### src/rtl/alu_ctrl.sv
// Multi-cycle execute controller for the 16-bit ALU: accepts one instruction per handshake,
// sequences DECODE/EXEC/WB around an external combinational ALU and owns the register file and flags.
module alu_ctrl #(
  parameter int NREGS = 8,
  parameter int IMM_W = 6
) (
  input  logic        clk,
  input  logic        rst,
  input  logic        instr_valid,
  output logic        instr_ready,
  input  logic [15:0] instr,
  output logic [15:0] alu_a,
  output logic [15:0] alu_b,
  output logic [2:0]  alu_code,
  input  logic [15:0] alu_out,
  input  logic        alu_carry,
  input  logic        alu_zero,
  output logic        done,
  output logic [15:0] result,
  output logic        carry_flag,
  output logic        zero_flag,
  input  logic [2:0]  dbg_addr,
  output logic [15:0] dbg_data
);

  typedef enum logic [1:0] {
    S_IDLE   = 2'd0,
    S_DECODE = 2'd1,
    S_EXEC   = 2'd2,
    S_WB     = 2'd3
  } state_t;

  state_t      state_r;
  state_t      next_state_s;
  logic        ready_r;
  logic [15:0] instr_r;
  logic [15:0] regs_r [NREGS];
  logic [15:0] alu_a_r;
  logic [15:0] alu_b_r;
  logic [2:0]  alu_code_r;
  logic [15:0] hold_out_r;
  logic        hold_carry_r;
  logic        hold_zero_r;
  logic        done_r;
  logic [15:0] result_r;
  logic        carry_r;
  logic        zero_r;

  logic        accept_s;
  logic [2:0]  code_s;
  logic [2:0]  rd_s;
  logic [2:0]  rs_s;
  logic [2:0]  rt_s;
  logic        imm_sel_s;
  logic [15:0] imm_ext_s;
  logic [15:0] rs_val_s;
  logic [15:0] rt_val_s;

  assign accept_s  = instr_valid && ready_r;
  assign code_s    = instr_r[15:13];
  assign rd_s      = instr_r[12:10];
  assign rs_s      = instr_r[9:7];
  assign imm_sel_s = instr_r[6];
  assign rt_s      = instr_r[5:3];
  assign imm_ext_s = {{(16 - IMM_W){1'b0}}, instr_r[IMM_W-1:0]};

  // r0 is never written, but reads are forced to zero so the array entry is irrelevant
  assign rs_val_s = (rs_s == 3'd0) ? 16'h0000 : regs_r[rs_s];
  assign rt_val_s = (rt_s == 3'd0) ? 16'h0000 : regs_r[rt_s];
  assign dbg_data = (dbg_addr == 3'd0) ? 16'h0000 : regs_r[dbg_addr];

  assign instr_ready = ready_r;
  assign alu_a       = alu_a_r;
  assign alu_b       = alu_b_r;
  assign alu_code    = alu_code_r;
  assign done        = done_r;
  assign result      = result_r;
  assign carry_flag  = carry_r;
  assign zero_flag   = zero_r;

  // State register
  always_ff @(posedge clk or posedge rst) begin
    if (rst) begin
      state_r <= S_IDLE;
    end else begin
      state_r <= next_state_s;
    end
  end

  // Next-state sequencing
  always_comb begin
    next_state_s = state_r;
    case (state_r)
      S_IDLE: begin
        if (accept_s) begin
          next_state_s = S_DECODE;
        end else begin
          next_state_s = S_IDLE;
        end
      end
      S_DECODE: next_state_s = S_EXEC;
      S_EXEC:   next_state_s = S_WB;
      S_WB:     next_state_s = S_IDLE;
      default:  next_state_s = S_IDLE;
    endcase
  end

  // Ready is registered so it is low throughout reset and rises on the first edge after it
  always_ff @(posedge clk or posedge rst) begin
    if (rst) begin
      ready_r <= 1'b0;
    end else begin
      ready_r <= (next_state_s == S_IDLE);
    end
  end

  // Instruction latch on accept; held until the next accept
  always_ff @(posedge clk or posedge rst) begin
    if (rst) begin
      instr_r <= 16'h0000;
    end else if (accept_s) begin
      instr_r <= instr;
    end
  end

  // ALU operand/code registers loaded in DECODE, held otherwise
  always_ff @(posedge clk or posedge rst) begin
    if (rst) begin
      alu_a_r    <= 16'h0000;
      alu_b_r    <= 16'h0000;
      alu_code_r <= 3'b000;
    end else if (state_r == S_DECODE) begin
      alu_a_r    <= rs_val_s;
      alu_b_r    <= imm_sel_s ? imm_ext_s : rt_val_s;
      alu_code_r <= code_s;
    end
  end

  // Capture ALU response in EXEC
  always_ff @(posedge clk or posedge rst) begin
    if (rst) begin
      hold_out_r   <= 16'h0000;
      hold_carry_r <= 1'b0;
      hold_zero_r  <= 1'b0;
    end else if (state_r == S_EXEC) begin
      hold_out_r   <= alu_out;
      hold_carry_r <= alu_carry;
      hold_zero_r  <= alu_zero;
    end
  end

  // Writeback: register file, result, flags and the done pulse
  always_ff @(posedge clk or posedge rst) begin
    if (rst) begin
      for (int i = 0; i < NREGS; i++) begin
        regs_r[i] <= 16'h0000;
      end
      result_r <= 16'h0000;
      carry_r  <= 1'b0;
      zero_r   <= 1'b0;
      done_r   <= 1'b0;
    end else begin
      done_r <= (state_r == S_WB);
      if (state_r == S_WB) begin
        if (rd_s != 3'd0) begin
          regs_r[rd_s] <= hold_out_r;
        end
        result_r <= hold_out_r;
        zero_r   <= hold_zero_r;
        // Only ADD defines a carry; every other op leaves the flag alone
        if (code_s == 3'b000) begin
          carry_r <= hold_carry_r;
        end
      end
    end
  end

endmodule
### config.mk
export PLATFORM = sky130hd
export DESIGN_NAME = alu_ctrl
export DESIGN_NICKNAME = d
export VERILOG_FILES = /design/src/rtl/alu_ctrl.sv
export SDC_FILE = /design/constraint.sdc
export NUM_CORES = 1
export LEC_CHECK = 0
export CAP_MARGIN = 20
export CORE_MARGIN = 2
export CORE_UTILIZATION = 42
export CTS_CLUSTER_SIZE = 20
export DETAILED_ROUTE_END_ITERATION = 16
export PLACE_DENSITY = 0.6
export SETUP_SLACK_MARGIN = 0.3
export SLEW_MARGIN = 20
export SYNTH_ARGS = -nofsm -noshare
export SYNTH_HDL_FRONTEND = slang
export SYNTH_SLANG_ARGS = --single-unit
### constraint.sdc
create_clock -name clk -period 16.93 [get_ports clk]
set_clock_uncertainty 0.1 [all_clocks]
set_input_delay 4.2325 -clock clk [delete_from_list [all_inputs] [get_ports clk]]
set_output_delay 4.2325 -clock clk [all_outputs]
set_load 0.05 [all_outputs]
==> impl_metrics.xml, run 1 <==
<?xml version="1.0" encoding="UTF-8"?>
<metrics>
  <group name="sta">
    <metric name="max_freq" unit="GHz">0.0846</metric>
    <metric name="tns" unit="ns">0</metric>
    <metric name="post-route-period-util" unit="%">69.8</metric>
    <metric name="hold_viol" unit="">0</metric>
    <metric name="tightest_slew" unit="ns">1.18</metric>
    <metric name="number_of_setup_violations_in_the_final_report" unit="">0</metric>
    <metric name="period_needed" unit="ns">11.82</metric>
    <metric name="rsz0062_at_grt" unit="">false</metric>
    <metric name="slew_headroom" unit="%">20.7</metric>
    <metric name="slew_violations" unit="">0</metric>
  </group>
  <group name="cells_and_area">
    <metric name="area_growth_syn_to_layout" unit="%">20.5</metric>
    <metric name="n_antenna_cell" unit="">0</metric>
    <metric name="nets" unit="">894</metric>
    <metric name="finish.utilization" unit="%">51.6</metric>
    <metric name="post_route_cells_drive_above_1_share" unit="%">38.3</metric>
    <metric name="multi_input_area" unit="µm²">4940</metric>
    <metric name="register_area" unit="µm²">5080</metric>
    <metric name="final_design_area_no_fill" unit="µm²">12600</metric>
    <metric name="layout.filler_cells" unit="">2090</metric>
  </group>
  <group name="worst_hold_path">
    <metric name="worst_hold_path_type" unit="">reg2reg</metric>
  </group>
  <group name="global_route">
    <metric name="global_route.peak_usage_layer" unit="">met2</metric>
    <metric name="grt_use_met3" unit="%">3.70</metric>
    <metric name="grt_start_max_net_pins" unit="">141</metric>
    <metric name="met1_layer_usage_reported_by_global_route" unit="%">30.6</metric>
    <metric name="grt_remaining_overflow" unit="">0</metric>
    <metric name="antenna_found_initial" unit="">0</metric>
    <metric name="grt_use_total" unit="%">22.3</metric>
    <metric name="grt_first_pass_wirelength" unit="µm">45100</metric>
    <metric name="grt_pass1_vias" unit="">7546</metric>
    <metric name="grt.met2_usage" unit="%">36.5</metric>
  </group>
  <group name="logic_synthesis">
    <metric name="yosysWarningCount" unit="">0</metric>
    <metric name="synth_edf_count" unit="">0</metric>
    <metric name="synth.net_count" unit="">804</metric>
    <metric name="synth.avg_cell_area" unit="µm²">13.7</metric>
    <metric name="synthTopCellsByCount" unit="">sky130_fd_sc_hd__mux2_2, sky130_fd_sc_hd__dfrtp_1, sky130_fd_sc_hd__mux4_2</metric>
    <metric name="ys_seq_elements" unit="">203</metric>
    <metric name="synth_top_area_share" unit="%">48.7</metric>
    <metric name="synth_top_flop_cell" unit="">sky130_fd_sc_hd__dfrtp_1</metric>
    <metric name="yosys.area.top_type" unit="">sky130_fd_sc_hd__dfrtp_1</metric>
    <metric name="synth_top_cells_by_area" unit="">sky130_fd_sc_hd__dfrtp_1, sky130_fd_sc_hd__mux2_2, sky130_fd_sc_hd__mux4_2</metric>
    <metric name="syn-instance-count" unit="">760</metric>
    <metric name="synthDistinctLibCells" unit="">44</metric>
    <metric name="part_of_the_yosys_area_used_for_sequential_elements" unit="%">48.7</metric>
    <metric name="synthesis.area" unit="µm²">10400</metric>
    <metric name="synthMostInstantiatedCell" unit="">sky130_fd_sc_hd__mux2_2</metric>
    <metric name="asyncSetResetFlopFracSynth" unit="%">100</metric>
  </group>
  <group name="pwr">
    <metric name="internal_power" unit="mW">1.61</metric>
    <metric name="total_leakage_power" unit="nW">5.29</metric>
    <metric name="power.combinational.fraction" unit="%">46.4</metric>
    <metric name="net-switching-power" unit="mW">1.12</metric>
    <metric name="p_clk_share" unit="%">18.8</metric>
    <metric name="switching_share" unit="%">41.0</metric>
    <metric name="power.sequential.fraction" unit="%">34.8</metric>
    <metric name="ir_drop" unit="mV">0.136</metric>
    <metric name="report.power.total" unit="mW">2.73</metric>
    <metric name="pwr_density_cell" unit="nW/µm²">217</metric>
  </group>
  <group name="clock_network">
    <metric name="cts_num_sinks" unit="">203</metric>
    <metric name="postCtsSetupBuffers" unit="">0</metric>
    <metric name="ctsResizeCount" unit="">0</metric>
    <metric name="cts.clk_slew.worst_paths" unit="ns">0.06</metric>
    <metric name="post_cts_hold_buffer_count" unit="">0</metric>
    <metric name="cts_tree" unit="">done</metric>
    <metric name="h_tree_depth" unit="">1</metric>
    <metric name="cts.root.buffer_cell" unit="">sky130_fd_sc_hd__clkbuf_16</metric>
    <metric name="tritoncts.num_buffers" unit="">23</metric>
    <metric name="clock_insertion_delay_worst_skew" unit="ns">0.51</metric>
    <metric name="cts_buffer_depth" unit="">3</metric>
  </group>
  <group name="floorplan">
    <metric name="fp.coreArea" unit="µm²">24300</metric>
    <metric name="die_height" unit="µm">162</metric>
    <metric name="placementRows" unit="">57</metric>
    <metric name="top_level_ports" unit="">111</metric>
    <metric name="floorplan.die_area" unit="µm²">26100</metric>
    <metric name="dieWidth" unit="µm">162</metric>
    <metric name="initial_utilization" unit="%">42.9</metric>
  </group>
  <group name="drt">
    <metric name="via_count" unit="">7057</metric>
    <metric name="detail_route.wl_per_cell" unit="µm">24.0</metric>
    <metric name="drcViolationCount" unit="">0</metric>
    <metric name="totalWireLength" unit="µm">28600</metric>
    <metric name="dr.pass1.iters" unit="">4</metric>
    <metric name="drtAntennaViolNets" unit="">0</metric>
    <metric name="initialDrtViolationCount" unit="">472</metric>
    <metric name="vias_per_cell" unit="">5.93</metric>
  </group>
  <group name="worst_setup_path">
    <metric name="path_common_cell" unit="">sky130_fd_sc_hd__clkdlybuf4s50_1</metric>
    <metric name="timing.critical_path.arrival" unit="ns">7.49</metric>
    <metric name="cpLargestDelayFamily" unit="">buffers and inverters</metric>
    <metric name="critPathLaunchType" unit="">primary input</metric>
    <metric name="setup.worst_path.class" unit="">in2out</metric>
    <metric name="worstPathMaxFanout" unit="">33</metric>
    <metric name="critical_path.endpoint_type" unit="">primary output</metric>
    <metric name="timing.reg2reg.setup_slack" unit="ns">14.05</metric>
    <metric name="crit_path_max_incr_delay" unit="ns">1.00</metric>
    <metric name="crit_chain" unit="">clkdlybuf4s50_1 &gt; buf_4 &gt; nor2b_2 &gt; a221oi_1 &gt; a21oi_1 &gt; clkdlybuf4s50_1</metric>
    <metric name="worst-path-buf-inv" unit="">3</metric>
    <metric name="cpMaxStageDelayCell" unit="">sky130_fd_sc_hd__nor2b_2</metric>
    <metric name="timing.critical_path.required" unit="ns">12.60</metric>
  </group>
  <group name="placement">
    <metric name="numPortBuffers" unit="">110</metric>
    <metric name="dpl_cell_area" unit="µm²">11800</metric>
    <metric name="routabilityCongestion" unit="">0.834</metric>
    <metric name="place_hpwl" unit="µm">17300</metric>
  </group>
  <group name="run_status">
    <metric name="outcome" unit="">completed</metric>
  </group>
  <group name="run">
    <metric name="drv.max_cap_violation_count" unit="">0</metric>
  </group>
</metrics>
==> routing by layer <==
layer / vias to the layer above / share of wire, %
met3: 59 / 6.1
met5: - / 0
met1: 3683 / 44
li1: 3056 / -
met2: 259 / 47
met4: 0 / 2.5
==> stage by stage <==
step / hold WS, ns / instances / worst slack, ns
after floorplan: 0.375 / 760 / 6.47
after global placement: 0.384 / 1148 / 5.14
after detailed placement: 0.396 / 1149 / 5.09
after CTS: 0.409 / 1190 / 5.07
after global routing: 0.415 / 1190 / 4.97
final: 0.402 / 1190 / 5.11
==> area by class of cell <==
| type | instances | share of cell area [%] |
|---|---|---|
| flip-flops and latches | 203 | 40.4 |
| multi-input cells | 472 | 39.3 |
| repair buffers | 129 | 9.96 |
| clock buffers | 33 | 5.60 |
| well taps | 324 | 3.23 |
| clock inverters | 8 | 0.737 |
| inverters | 21 | 0.687 |
==> worst reg2reg max path: cells and delay by family, from the launching register on <==
| kind | cells | cell delay [ns] |
|---|---|---|
| mux | 1 | 0.20 |
| flops | 1 | 0.66 |
| simple gates | 1 | 0.95 |
| compound gates | 2 | 0.51 |
| buf+inv | 1 | 0.40 |
==> cells by family (layout without fill, tap and decap cells) <==
| group | after synthesis | count (layout) | share of synthesized area (%) |
|---|---|---|---|
| mux | 290 | 290 | 35.5 |
| flops | 203 | 203 | 48.7 |
| compound gates | 114 | 114 | 7.61 |
| buf+inv | 85 | 191 | 4.27 |
| simple gates | 64 | 64 | 3.36 |
| fa+ha+maj | 4 | 4 | 0.480 |
==> placed cells by master, fill, tap and decap left out, drive strengths merged <==
| cell | instances |
|---|---|
| a22oi | 20 |
| nor4b | 1 |
| a211oi | 10 |
| o21ai | 21 |
| nand3b | 1 |
| inv | 21 |
| mux4 | 37 |
| mux2i | 14 |
| dfrtp | 203 |
| nand3 | 2 |
| clkbuf | 33 |
| and2b | 1 |
| mux2 | 239 |
| ha | 4 |
| a221oi | 25 |
| or2 | 1 |
| o22ai | 5 |
| nor2 | 3 |
| bufinv | 2 |
| nand2b | 1 |
| o31ai | 1 |
| clkdlybuf4s50 | 110 |
| nor3 | 1 |
| nand4 | 1 |
| a31oi | 3 |
| nor4bb | 2 |
| nor3b | 1 |
| nand4b | 3 |
| or4 | 1 |
| o2bb2ai | 1 |
| a41oi | 1 |
| buf | 19 |
| clkinvlp | 1 |
| a2111oi | 9 |
| and3 | 1 |
| clkinv | 5 |
| nor2b | 15 |
| a21oi | 18 |
| nand2 | 29 |
==> registers in the layout, indices dropped and copies added (netlist names) <==
signal and flops:
hold_out_r 16, hold_carry_r 1, alu_a 16, regs_r 112, state_r 2, instr_r 16, done 1, carry_flag 1
instr_ready 1, zero_flag 1, hold_zero_r 1, alu_code 3, result 16, alu_b 16
==> power by group through the flow <==
| stage | logic, mW | registers, mW | clock network (mW) |
|---|---|---|---|
| floorplan | 0.767 | 1.05 | 0 |
| global placement | 1.24 | 0.929 | 0 |
| detailed placement | 1.26 | 0.951 | 0 |
| CTS | 1.27 | 0.944 | 0.528 |
| global route | 1.35 | 0.983 | 0.548 |
| finish | 1.27 | 0.948 | 0.514 |
==> path summary, 6_finish.rpt <==
kind / start / endpoint / cells after the start
min in group asynchronous: rst / alu_b[9]$_DFFE_PP0N_ / 2
setup reg to reg: instr_r[9]$_DFFE_PP0P_ / alu_a[12]$_DFFE_PP0N_ / 5
max in group asynchronous: rst / regs_r[105]$_DFFE_PP0P_ / 3
hold / removal: alu_b[12]$_DFFE_PP0N_ / alu_b[12]$_DFFE_PP0N_ / 1
setup / recovery: dbg_addr[1] / dbg_data[12] / 6
hold reg to reg: alu_b[12]$_DFFE_PP0N_ / alu_b[12]$_DFFE_PP0N_ / 1
No activity file was read; power rests on OpenSTA's default activity.
==> run 2: changes to the inputs <==
--- a/config.mk
+++ b/config.mk
@@ -10,7 +10,7 @@
 export CORE_UTILIZATION = 42
 export CTS_CLUSTER_SIZE = 20
 export DETAILED_ROUTE_END_ITERATION = 16
-export PLACE_DENSITY = 0.6
+export PLACE_DENSITY = 0.63
 export SETUP_SLACK_MARGIN = 0.3
 export SLEW_MARGIN = 20
 export SYNTH_ARGS = -nofsm -noshare
==> constraint.sdc (replaced) <==
create_clock -name clk -period 9.7 [get_ports clk]
set_clock_uncertainty 0.1 [all_clocks]
set_input_delay 2.425 -clock clk [delete_from_list [all_inputs] [get_ports clk]]
set_output_delay 2.425 -clock clk [all_outputs]
set_load 0.05 [all_outputs]
==> run 2 against run 1 <==
Combinational power rose by 72%. Sequential power rose by 75%. Global-route usage decreased by 0.63 points. Register-to-register slack lost 7.1 ns. Non-clock buffer count is 1 higher. Largest power group unchanged. Sequential share of layout area is 0.31 points lower.
==> impl_metrics.xml, run 2 (synthesis results as in run 1) <==
<?xml version="1.0" encoding="UTF-8"?>
<metrics>
  <group name="cells_and_area">
    <metric name="number_of_flip_flops_in_the_largest_register" unit="">112</metric>
    <metric name="multi_input_area" unit="µm²">4940</metric>
    <metric name="most-common-layout-cells" unit="">sky130_fd_sc_hd__mux2_2, sky130_fd_sc_hd__dfrtp_1, sky130_fd_sc_hd__clkdlybuf4s50_1</metric>
    <metric name="n_antenna_cell" unit="">0</metric>
    <metric name="register_area" unit="µm²">5080</metric>
    <metric name="registers.top_by_ff_count" unit="">regs_r</metric>
    <metric name="layout.filler_cells" unit="">2120</metric>
    <metric name="area_growth_syn_to_layout" unit="%">21.5</metric>
    <metric name="final_common_cell" unit="">sky130_fd_sc_hd__mux2_2</metric>
    <metric name="post_route_cells_drive_above_1_share" unit="%">38.4</metric>
    <metric name="nets" unit="">896</metric>
  </group>
  <group name="global_route">
    <metric name="global_route.peak_usage_layer" unit="">met2</metric>
    <metric name="grt.met2_usage" unit="%">33.0</metric>
    <metric name="grt_remaining_overflow" unit="">0</metric>
    <metric name="grt_pass1_vias" unit="">7046</metric>
    <metric name="grt_use_total" unit="%">21.7</metric>
    <metric name="grt_use_met3" unit="%">3.78</metric>
    <metric name="antenna_found_initial" unit="">0</metric>
    <metric name="grt_first_pass_wirelength" unit="µm">43600</metric>
    <metric name="grt_start_max_net_pins" unit="">127</metric>
    <metric name="met1_layer_usage_reported_by_global_route" unit="%">32.5</metric>
  </group>
  <group name="sta">
    <metric name="slew_headroom" unit="%">29.9</metric>
    <metric name="hold_slack" unit="ns">0.402</metric>
    <metric name="tns" unit="ns">0</metric>
    <metric name="tightest_slew" unit="ns">1.05</metric>
    <metric name="post-route-period-util" unit="%">80.8</metric>
    <metric name="worst_slack" unit="ns">1.86</metric>
    <metric name="slew_violations" unit="">0</metric>
    <metric name="number_of_setup_violations_in_the_final_report" unit="">0</metric>
    <metric name="rsz0062_at_grt" unit="">false</metric>
    <metric name="max_freq" unit="GHz">0.128</metric>
    <metric name="hold_viol" unit="">0</metric>
    <metric name="period_needed" unit="ns">7.84</metric>
  </group>
  <group name="floorplan">
    <metric name="initial_utilization" unit="%">42.9</metric>
    <metric name="placementRows" unit="">57</metric>
    <metric name="floorplan.die_area" unit="µm²">26100</metric>
    <metric name="dieWidth" unit="µm">162</metric>
    <metric name="die_height" unit="µm">162</metric>
    <metric name="top_level_ports" unit="">111</metric>
    <metric name="fp.coreArea" unit="µm²">24300</metric>
  </group>
  <group name="worst_setup_path">
    <metric name="critical_path_cell_count" unit="">6</metric>
    <metric name="critical_path.endpoint_type" unit="">primary output</metric>
    <metric name="timing.critical_path.arrival" unit="ns">5.31</metric>
    <metric name="timing.critical_path.required" unit="ns">7.18</metric>
    <metric name="startpoint" unit="">dbg_addr[1]</metric>
    <metric name="path_common_cell" unit="">sky130_fd_sc_hd__clkdlybuf4s50_1</metric>
    <metric name="crit_chain" unit="">clkdlybuf4s50_1 &gt; nor2b_1 &gt; buf_4 &gt; a221oi_1 &gt; a21oi_1 &gt; clkdlybuf4s50_1</metric>
    <metric name="timing.reg2reg.setup_slack" unit="ns">6.96</metric>
    <metric name="worstPathMaxFanout" unit="">10</metric>
    <metric name="cpMaxStageDelayCell" unit="">sky130_fd_sc_hd__clkdlybuf4s50_1</metric>
    <metric name="crit_path_max_incr_delay" unit="ns">0.88</metric>
    <metric name="worst_setup_path_endpoint" unit="">dbg_data[7]</metric>
    <metric name="rr_endpoint" unit="">alu_b[14]$_DFFE_PP0N_</metric>
    <metric name="worst-path-buf-inv" unit="">3</metric>
    <metric name="setup.worst_path.class" unit="">in2out</metric>
    <metric name="cpLargestDelayFamily" unit="">buffers and inverters</metric>
    <metric name="critical_path.reg2reg.startpoint" unit="">instr_r[4]$_DFFE_PP0P_</metric>
    <metric name="worst-r2r-cell-count" unit="">5</metric>
    <metric name="critPathLaunchType" unit="">primary input</metric>
  </group>
  <group name="pwr">
    <metric name="power.combinational.fraction" unit="%">45.1</metric>
    <metric name="internal_power" unit="mW">2.89</metric>
    <metric name="pwr_density_cell" unit="nW/µm²">382</metric>
    <metric name="ir_drop" unit="mV">0.191</metric>
    <metric name="power.sequential.fraction" unit="%">34.3</metric>
    <metric name="switching_share" unit="%">40.2</metric>
    <metric name="total_leakage_power" unit="nW">5.34</metric>
    <metric name="net-switching-power" unit="mW">1.95</metric>
    <metric name="p_clk_share" unit="%">20.6</metric>
  </group>
  <group name="clock_network">
    <metric name="cts.clk_slew.worst_paths" unit="ns">0.05</metric>
    <metric name="tritoncts.num_buffers" unit="">24</metric>
    <metric name="cts_num_sinks" unit="">203</metric>
    <metric name="clock_insertion_delay_worst_skew" unit="ns">0.52</metric>
    <metric name="cts.root.buffer_cell" unit="">sky130_fd_sc_hd__clkbuf_16</metric>
    <metric name="cts_buffer_depth" unit="">3</metric>
    <metric name="cts_tree" unit="">done</metric>
    <metric name="postCtsSetupBuffers" unit="">0</metric>
    <metric name="h_tree_depth" unit="">1</metric>
    <metric name="ctsResizeCount" unit="">0</metric>
    <metric name="post_cts_hold_buffer_count" unit="">0</metric>
  </group>
  <group name="drt">
    <metric name="initialDrtViolationCount" unit="">455</metric>
    <metric name="drtAntennaViolNets" unit="">0</metric>
    <metric name="drcViolationCount" unit="">0</metric>
    <metric name="via_count" unit="">7007</metric>
    <metric name="dr.pass1.iters" unit="">5</metric>
    <metric name="vias_per_cell" unit="">5.87</metric>
    <metric name="detail_route.wl_per_cell" unit="µm">23.2</metric>
    <metric name="totalWireLength" unit="µm">27700</metric>
  </group>
  <group name="run_status">
    <metric name="outcome" unit="">completed</metric>
  </group>
  <group name="worst_hold_path">
    <metric name="worst_hold_path_type" unit="">reg2reg</metric>
  </group>
  <group name="placement">
    <metric name="place_hpwl" unit="µm">16700</metric>
    <metric name="routabilityCongestion" unit="">0.794</metric>
    <metric name="preCtsSetupSlack" unit="ns">1.96</metric>
    <metric name="numPortBuffers" unit="">110</metric>
  </group>
  <group name="run">
    <metric name="drv.max_cap_violation_count" unit="">0</metric>
  </group>
</metrics>
==> run 2: cell types whose count changed in the layout (fill, tap and decap cells not counted), sizes merged <==
cell	previous run	this run
clkbuf	33	35
bufinv	2	4
buf	19	20
clkinvlp	1	0
==> run 2: worst reg2reg max path, delay by kind of cell, from the launching register on <==
| family | cells | cell delay, ns |
|---|---|---|
| DFF | 1 | 0.32 |
| buffers and inverters | 1 | 0.42 |
| and+or+nand+nor | 1 | 0.68 |
| muxes | 1 | 0.28 |
| AOI/OAI and AO/OA | 2 | 0.89 |
==> run 2: metrics by stage <==
stage	std cells	power (mW)	area, µm²	util (%)
3_5_place_dp	1149	3.85	11800	48.3
3_3_place_gp	1149	3.82	11800	48.3
6_report	1194	4.84	12700	52.1
4_1_cts	1193	4.86	12600	52.0
2_1_floorplan	760	3.17	10400	-
5_1_grt	1194	5.11	12700	52.1
==> run 2: final cells by class <==
cell class,count,area share (%)
Tap cell,324,3.20
Clock inverter,9,1.15
Timing Repair Buffer,130,9.94
Multi-Input combinational cell,472,39.0
Inverter,21,0.682
Clock buffer,35,5.87
Sequential cell,203,40.1
==> run 2: power groups by stage <==
stage / Combinational, mW / Sequential, mW / Clock [mW]
after CTS: 2.19 / 1.65 / 1.02
after global routing: 2.33 / 1.72 / 1.06
after global placement: 2.17 / 1.66 / 0
after detailed placement: 2.19 / 1.67 / 0
after floorplan: 1.34 / 1.83 / 0
final: 2.18 / 1.66 / 0.994
==> run 2: worst min-delay path by stage <==
| stage | from | to | slack (ns) | cells after the start |
|---|---|---|---|---|
| 2_1_floorplan | hold_carry_r$_DFFE_PP0P_ | hold_carry_r$_DFFE_PP0P_ | 0.37 | 1 |
| 3_3_place_gp | hold_carry_r$_DFFE_PP0P_ | carry_flag$_DFFE_PP0P_ | 0.39 | 1 |
| 3_5_place_dp | result[10]$_DFFE_PP0P_ | result[10]$_DFFE_PP0P_ | 0.39 | 1 |
| 4_1_cts | result[10]$_DFFE_PP0P_ | result[10]$_DFFE_PP0P_ | 0.41 | 1 |
| 5_1_grt | alu_b[9]$_DFFE_PP0N_ | alu_b[9]$_DFFE_PP0N_ | 0.43 | 1 |
| 6_report | result[10]$_DFFE_PP0P_ | result[10]$_DFFE_PP0P_ | 0.40 | 1 |
==> run 2: routing by layer <==
layer / share of wire [%] / wire (µm)
met1: 47 / 12900
met2: 45 / 12500
met3: 6.0 / 1650
met4: 2.0 / 556
met5: 0 / 0
